[src/rtl/alg_frame_store_writer.sv]
// Frame store writer: writes each camera frame line-by-line into a DDR slot ring via
// DataMover S2MM commands, then strobes frame_store/frame_type for the read stage.
module alg_frame_store_writer #(
    parameter int CACHE_WIDTH = 29,
    parameter int IMG_STRIDE  = 1024*1025,
    parameter int LINE_STRIDE = 1024,
    parameter int NUM_LINE    = 1024,
    parameter int NUM_SLOT    = 4
) (
    input  logic        clk,
    input  logic        rst_n,
    input  logic [31:0] base_addr,
    input  logic        load_addr,
    input  logic        frame_start,
    input  logic [1:0]  frame_type_i,
    input  logic        line_valid,
    output logic [71:0] s2mm_cmd_tdata,
    output logic        s2mm_cmd_tvalid,
    input  logic        s2mm_cmd_tready,
    input  logic [7:0]  s2mm_sts_tdata,
    input  logic        s2mm_sts_tvalid,
    output logic        s2mm_sts_tready,
    output logic        frame_store,
    output logic [1:0]  frame_type,
    output logic        wr_err,
    output logic        lost_line
);
    localparam int SLOT_W = (NUM_SLOT > 1) ? $clog2(NUM_SLOT) : 1;
    localparam int LINE_W = (NUM_LINE > 1) ? $clog2(NUM_LINE) : 1;
    localparam logic [SLOT_W-1:0] SLOT_LAST = SLOT_W'(NUM_SLOT - 1);
    localparam logic [LINE_W-1:0] LINE_LAST = LINE_W'(NUM_LINE - 1);
    localparam logic [31:0]       IMG_STEP  = 32'(IMG_STRIDE);
    localparam logic [31:0]       LINE_STEP = 32'(LINE_STRIDE);

    typedef enum logic [2:0] {IDLE, WAIT, CMD, STS, LDONE, FDONE} state_t;
    state_t state, state_nxt;

    logic              load_d, load_p, init_flag, drain, cmd_valid;
    logic [31:0]       base_r, wr_addr, slot_off;
    logic [SLOT_W-1:0] slot;
    logic [LINE_W-1:0] line_cnt;
    logic [3:0]        pending;
    logic [1:0]        type_r;
    logic [2:0]        fs_cnt;
    logic              cmd_hs, start_ok, start_bad, line_in;
    logic              unused_bits;

    assign cmd_hs    = cmd_valid & s2mm_cmd_tready;
    assign start_ok  = init_flag & frame_start & (state == IDLE);
    assign start_bad = init_flag & frame_start & (state != IDLE);
    assign line_in   = init_flag & line_valid & (state != IDLE);
    assign slot_off  = 32'(slot) * IMG_STEP;

    assign s2mm_cmd_tdata  = {8'd0, base_r[31:CACHE_WIDTH], wr_addr[CACHE_WIDTH-1:0],
                              1'b0, 1'b1, 6'd0, 1'b1, 23'(LINE_STRIDE)};
    assign s2mm_cmd_tvalid = cmd_valid;
    // drain keeps the status channel open for a command orphaned by a re-init
    assign s2mm_sts_tready = (state == STS) | drain;
    assign frame_store     = (fs_cnt != 3'd0);
    assign unused_bits     = ^{wr_addr[31:CACHE_WIDTH], s2mm_sts_tdata[6:0]};

    always_ff @(posedge clk) begin
        if (!rst_n) state <= IDLE;
        else        state <= state_nxt;
    end

    always_comb begin
        state_nxt = state;
        if (load_p) begin
            state_nxt = IDLE;
        end else begin
            case (state)
                IDLE:    if (start_ok) state_nxt = WAIT;
                WAIT:    if (pending != 4'd0 && !drain) state_nxt = CMD;
                CMD:     if (s2mm_cmd_tready) state_nxt = STS;
                STS:     if (s2mm_sts_tvalid) state_nxt = LDONE;
                LDONE:   state_nxt = (line_cnt == LINE_LAST) ? FDONE : WAIT;
                FDONE:   state_nxt = IDLE;
                default: state_nxt = IDLE;
            endcase
        end
    end

    always_ff @(posedge clk) begin
        if (!rst_n) begin
            load_d     <= 1'b0;
            load_p     <= 1'b0;
            init_flag  <= 1'b0;
            drain      <= 1'b0;
            cmd_valid  <= 1'b0;
            base_r     <= '0;
            wr_addr    <= '0;
            slot       <= '0;
            line_cnt   <= '0;
            pending    <= '0;
            type_r     <= '0;
            fs_cnt     <= '0;
            frame_type <= '0;
            wr_err     <= 1'b0;
            lost_line  <= 1'b0;
        end else begin
            load_d    <= load_addr;
            load_p    <= load_addr & ~load_d;
            cmd_valid <= (state_nxt == CMD);
            if (fs_cnt != 3'd0) fs_cnt <= fs_cnt - 3'd1;

            if (load_p) begin
                base_r    <= base_addr;
                slot      <= '0;
                line_cnt  <= '0;
                pending   <= '0;
                wr_err    <= 1'b0;
                lost_line <= 1'b0;
                init_flag <= 1'b1;
                drain     <= (drain & ~s2mm_sts_tvalid) | ((state == STS) & ~s2mm_sts_tvalid) | cmd_hs;
            end else begin
                if (drain && s2mm_sts_tvalid) drain <= 1'b0;
                if (start_bad) lost_line <= 1'b1;

                if (start_ok) begin
                    pending <= '0;
                end else if (line_in && !cmd_hs) begin
                    if (pending == 4'd15) lost_line <= 1'b1;
                    else                  pending   <= pending + 4'd1;
                end else if (cmd_hs && !line_in) begin
                    pending <= pending - 4'd1;
                end

                case (state)
                    IDLE: if (start_ok) begin
                        type_r   <= frame_type_i;
                        wr_addr  <= base_r + slot_off;
                        line_cnt <= '0;
                    end
                    STS: if (s2mm_sts_tvalid && !s2mm_sts_tdata[7]) wr_err <= 1'b1;
                    LDONE: if (line_cnt != LINE_LAST) begin
                        line_cnt <= line_cnt + LINE_W'(1);
                        wr_addr  <= wr_addr + LINE_STEP;
                    end
                    FDONE: begin
                        slot       <= (slot == SLOT_LAST) ? '0 : slot + SLOT_W'(1);
                        frame_type <= type_r;
                        fs_cnt     <= 3'd4;
                    end
                    default: ;
                endcase
            end
        end
    end
endmodule

[config.mk]
export PLATFORM = sky130hd
export DESIGN_NAME = alg_frame_store_writer
export DESIGN_NICKNAME = d
export VERILOG_FILES = /design/src/rtl/alg_frame_store_writer.sv
export SDC_FILE = /design/constraint.sdc
export NUM_CORES = 1
export LEC_CHECK = 0
export CAP_MARGIN = 20
export CORE_UTILIZATION = 43
export CTS_BUF_LIST = sky130_fd_sc_hd__clkbuf_16
export CTS_CLUSTER_DIAMETER = 120
export CTS_CLUSTER_SIZE = 30
export DETAILED_ROUTE_END_ITERATION = 16
export PLACE_DENSITY = 0.7
export SLEW_MARGIN = 30
export SYNTH_ARGS = -nofsm -noshare
export SYNTH_HDL_FRONTEND = slang
export SYNTH_SLANG_ARGS = --single-unit
[constraint.sdc]
create_clock -name clk -period 5.3 [get_ports clk]
set_input_delay 0.53 -clock clk [delete_from_list [all_inputs] [get_ports clk]]
set_output_delay 0.53 -clock clk [all_outputs]
set_load 0.03 [all_outputs]
# Word-level counts from Yosys, hierarchy flattened
# Index checks and enable logic that the tools add are counted.
# classes
addsub,7
n_mul,1
n_eq_ne,13
muxes,26
n_bitwise,16
n_reduce_logical,24
# ops
op,n
$mux 32,2
$pmux 32 s2,1
$add 32x11->32 const B,1
$add 32x23->32,1
$mux 3,9
$mux 10,2
$pmux 10 s2,1
$pmux 3 s5,1
$mul 2x11->13 const B,1
$mux 4,3
$add 10x1->10 const B,1
$eq 10x10->1 const B,1
$ne 10x10->1 const B,1
$and 1x1->1,9
$eq 3x2->1 const B,3
$eq 3x3->1 const B,2
$mux 1,6
$ne 2x2->1 const B,3
$reduce_and 2->1,3
$reduce_and 3->1,2
$reduce_bool 2->1,3
$reduce_bool 3->1,2
$logic_and 1x1->1,5
$add 4x1->4 const B,1
other kinds (15),23
# word_totals
regBits,97
input_bits,49
output_inout_bits,79

# Logic depth before layout (Yosys ltp)
# depth
depth_word,6
mapped_depth,10

# Least setup slack after synthesis
# Ideal clock, no wire load.
# synth_path
path_type,register to register
startpoint,reg state[0]
endpoint,reg pending[3]
setup_ns,0.128
t_arrival_ns,1.948
path_slack_ns,3.224
stages_incl_launch_ff,11
synth_period_minus_slack_ns,2.076
path_cell_list,dfxtp_1 clkbuf_1 o311a_1 nand2_1 ha_1 a21o_1 a21oi_1 xnor2_1 nand2_1 xor2_1 nor2_1
# synth_via
elab_chain_cells,6
elab_cells_between_ends,12
# synth_rtl
element,line_no,source
from (decl),36,"state_t state, state_nxt;"
from (signal assigned),64,else state <= state_nxt;
$reduce_bool 3->1,51,assign line_in = init_flag & line_valid & (state != IDLE);
$and 1x1->1,51,
$logic_not 1->1,125,end else if (cmd_hs && !line_in) begin
$logic_and 1x1->1,125,
$reduce_bool 2->1 (no source line),--,
$reduce_and 2->1 (no source line),--,
to (signal assigned),124,else pending <= pending + 4'd1;
to (signal assigned),126,pending <= pending - 4'd1;
to (decl),42,logic [3:0] pending;
# Parallel ways exist; a longest one is shown, timed or not.
# A chain may end at the register's enable or synchronous reset.

# Worst setup path in the final report
# layout_path
startpoint,reg load_p
endpoint,reg wr_addr[24]
# layout_via
elab_chain_cells,2
# layout_rtl
element,line_no,source
from (decl),38,"logic load_d, load_p, init_flag, drain, cmd_valid;"
from (signal assigned),103,load_p <= load_addr & ~load_d;
$not 1->1 (no source line),--,
$reduce_and 4->1 (no source line),--,
to (signal assigned),132,wr_addr <= base_r + slot_off;
to (signal assigned),138,wr_addr <= wr_addr + LINE_STEP;
to (decl),39,"logic [31:0] base_r, wr_addr, slot_off;"
# No other way between the ends.

==> impl_metrics.csv <==
group,metric,value,unit
status,status,"complete, no violations",
floorplan,start_util,44.62,%
drt,wire_per_inst,14.24,um
synth,ys_warn_count,0,
worst_hold_path,hp-start,"load_d$_SDFF_PN0_",
power,power,1.696,mW
drt,antenna_left,0,
synth,netlist_area,0.004901,mm^2
worst_setup_path,crit_path_end_kind,"flip-flop",
power,power_density,287.3,mW/mm^2
clock_network,cts_hold_buf,0,
worst_setup_path,r2r-start,"load_p$_SDFF_PN0_",
worst_setup_path,cp-start-kind,"flip-flop",
worst_setup_path,worst-r2r-cell-count,7,
finish,final_cells,795,
floorplan,die_x,108.8,um
synth,synth_flop_cell,"dfxtp_1",
sta,finalClockSkew,0.009267,ns
grt,grt_pass1_wl,18400,um
clock_network,cts_buffer_depth,2,
grt,grt_overflow,0,
finish,ff_latch_area,0.001883,mm^2
power,leakage,2.147,nW
place,portBuffers,80,
place,postPlaceCellArea,0.005578,mm^2
synth,syn-instance-count,593,
clock_network,cts_resized,0,
synth,synth.area.top_cells,"dfxtp_1, mux2i_1, buf_4",
finish,antennaDiodeCount,0,
drt,first_pass_iters,5,
floorplan,dieArea,0.01183,mm^2
place,place_inst,779,
drt,drt_first_iter_violations,308,
finish,fin_area,0.005902,mm^2
finish,nNetsFinal,712,
drt,vias,4222,
sta,rsz0062_at_grt,"false",
synth,synth-seq-cells,94,
synth,yosysSeqAreaShare,38.40,%
sta,setup_violations,0,
finish,multiInputGateArea,0.002645,mm^2
drt,route.detailed.drc,0,
synth,synth_most_common_cell,"dfxtp_1",
synth,synth_top_area_cell,"dfxtp_1",
synth,synth.distinct_cells,58,
clock_network,h-tree-depth,3,
synth,avgSynthCellArea,8.265,um^2
clock_network,root_buffer,"clkbuf_16",
worst_hold_path,hold_class,"flip-flop to flip-flop",
floorplan,die_h,108.8,um
clock_network,postCtsSetupRepairBufs,0,
worst_setup_path,r2r_slack,2.74,ns
synth,yosys.area.top_type_share,38.40,%
sta,tightest_slew,0.8025,ns
finish,drive_above_1_share,4.427,%
finish,area_delta_synth_final,20.42,%
power,ir_drop,0.0001916,V
floorplan,io_pins,128,
worst_setup_path,worstPathMaxFanout,42,
worst_hold_path,hold_path_end,"load_p$_SDFF_PN0_",
worst_setup_path,worstSetupPathType,"flip-flop to flip-flop",
sta,period_needed,2.561,ns
floorplan,core_area,0.01098,mm^2
place,hpwl,7837,um
worst_setup_path,required,5.57,ns
run,drv_cap,0,
clock_network,clk_pin_slew,0.07,ns
worst_setup_path,regToRegEndpoint,"wr_addr[24]$_SDFFE_PN0P_",
sta,relSlewSlack,46.50,%
drt,wirelength,11320,um
grt,track_usage,19.88,%
grt,grt_max_degree,63,
synth,synth_commonest_cells,"dfxtp_1, nor2_1, buf_4",
worst_setup_path,arrival,2.83,ns
sta,drv_slew,0,
drt,vias_per_cell,5.311,
sta,max_freq,0.3905,GHz
sta,fin_setup_tns,0,ns
clock_network,cts_tree,"built",
clock_network,cts_sinks,94,
worst_hold_path,holdPathStages,1,
place,gp_congestion,0.7900,
clock_network,insertion_delay,0.34,ns
sta,fin_crit_sh,48.32,%
grt,antenna_found_initial,0,
clock_network,cts_buffers,9,
synth,synth_edf_count,0,
floorplan,num_rows,38,
synth,async_flop_share,0,%
grt,grt_pass1_vias,3842,
sta,hold_viol_final,0,
finish,n_fill_cell,1004,
[metal layers]
metal	global-route usage [%]	vias to the layer above	part of all wire (%)
li1	-	2101	-
met1	25.67	1980	44
met2	31.87	130	47
met3	5.977	11	7.1
met4	5.985	0	1.4
met5	0	-	0
[report_power, final]
group | total (mW) | internal (mW) | switching, mW
sequential | 0.757 | 0.734 | 0.0226
combinational | 0.240 | 0.0963 | 0.144
clock | 0.699 | 0.415 | 0.284
total | 1.70 | 1.25 | 0.450
[final cells by class]
type                            count  share of cell area (%)
Inverter                           11                  0.7420
Sequential cell                    94                   31.91
Timing Repair Buffer               84                   14.08
Multi-Input combinational cell    450                   44.82
Clock buffer                        9                   3.816
Clock inverter                      7                   1.675
Tap cell                          140                   2.968
[logic make-up after synthesis]
| logic type | synth area share, % |
|---|---|
| AO/OA/AOI/OAI | 13.35 |
| XOR/XNOR | 4.468 |
| adder cells (fa/ha/maj) | 3.625 |
| buffers and inverters | 10.54 |
| flip-flops | 38.40 |
| multiplexers | 7.557 |
| other | 0.1532 |
| AND/OR/NAND/NOR | 21.90 |
[critical path: stages (launching register included)]
cell and delay [ns]:
dfxtp_2 0.31, buf_4 0.31, nor4b_1 0.44, o31a_1 0.35
nor2_1 0.20, buf_4 0.23, or4_1 0.47, a31oi_1 0.16
[cell usage in the layout (no fill, tap or decap), types with 3 or more instances in the layout]
| cell type | n |
|---|---|
| nand3_1 | 31 |
| nor3_1 | 16 |
| nor4_1 | 4 |
| xnor2_1 | 18 |
| and3_1 | 4 |
| xor2_1 | 7 |
| ha_1 | 11 |
| mux2i_1 | 37 |
| nand4_1 | 9 |
| o21a_1 | 3 |
| clkdlybuf4s50_1 | 80 |
| or2_2 | 3 |
| conb_1 | 40 |
| dfxtp_1 | 93 |
| clkbuf_16 | 9 |
| nor2b_1 | 3 |
| and2_1 | 5 |
| a211oi_1 | 10 |
| o22ai_1 | 5 |
| nand2_1 | 44 |
| a21oi_1 | 42 |
| nor2_1 | 85 |
| buf_4 | 4 |
| a31oi_1 | 9 |
| inv_1 | 10 |
| o21ai_0 | 25 |
| clkinv_4 | 3 |
| nand2b_1 | 5 |
[registers in the layout (all words and copies together), names as in the netlist]
signal,flops
load_d,1
wr_addr,29
init_flag,1
fs_cnt,3
s2mm_cmd_tvalid,1
wr_err,1
type_r,2
load_p,1
lost_line,1
slot,2
pending,4
state,3
base_r,32
frame_type,2
line_cnt,10
drain,1
[worst max path at each step]
| stage | endpoint | cells after the start | slack [ns] | from |
|---|---|---|---|---|
| 4_1_cts | wr_addr[24]$_SDFFE_PN0P_ | 7 | 2.74 | load_p$_SDFF_PN0_ |
| 3_5_place_dp | wr_addr[24]$_SDFFE_PN0P_ | 8 | 2.55 | frame_start |
| 5_1_grt | s2mm_sts_tready | 3 | 2.63 | state[2]$_SDFF_PN0_ |
| 6_report | wr_addr[24]$_SDFFE_PN0P_ | 7 | 2.74 | load_p$_SDFF_PN0_ |
| 3_3_place_gp | wr_addr[24]$_SDFFE_PN0P_ | 8 | 2.57 | frame_start |
| 2_1_floorplan | pending[3]$_SDFFE_PP0P_ | 10 | 3.22 | state[0]$_SDFF_PN0_ |
[stage by stage]
step                setup WS, ns  util, %  hold slack, ns
detailed placement         2.547    50.79          0.3670
finish                     2.739    53.74          0.3747
global placement           2.572    50.76          0.3683
CTS                        2.740    53.74          0.3776
global route               2.628    53.74          0.3946
floorplan                  3.224        -          0.3674
No activity file was read; power rests on OpenSTA's default activity.
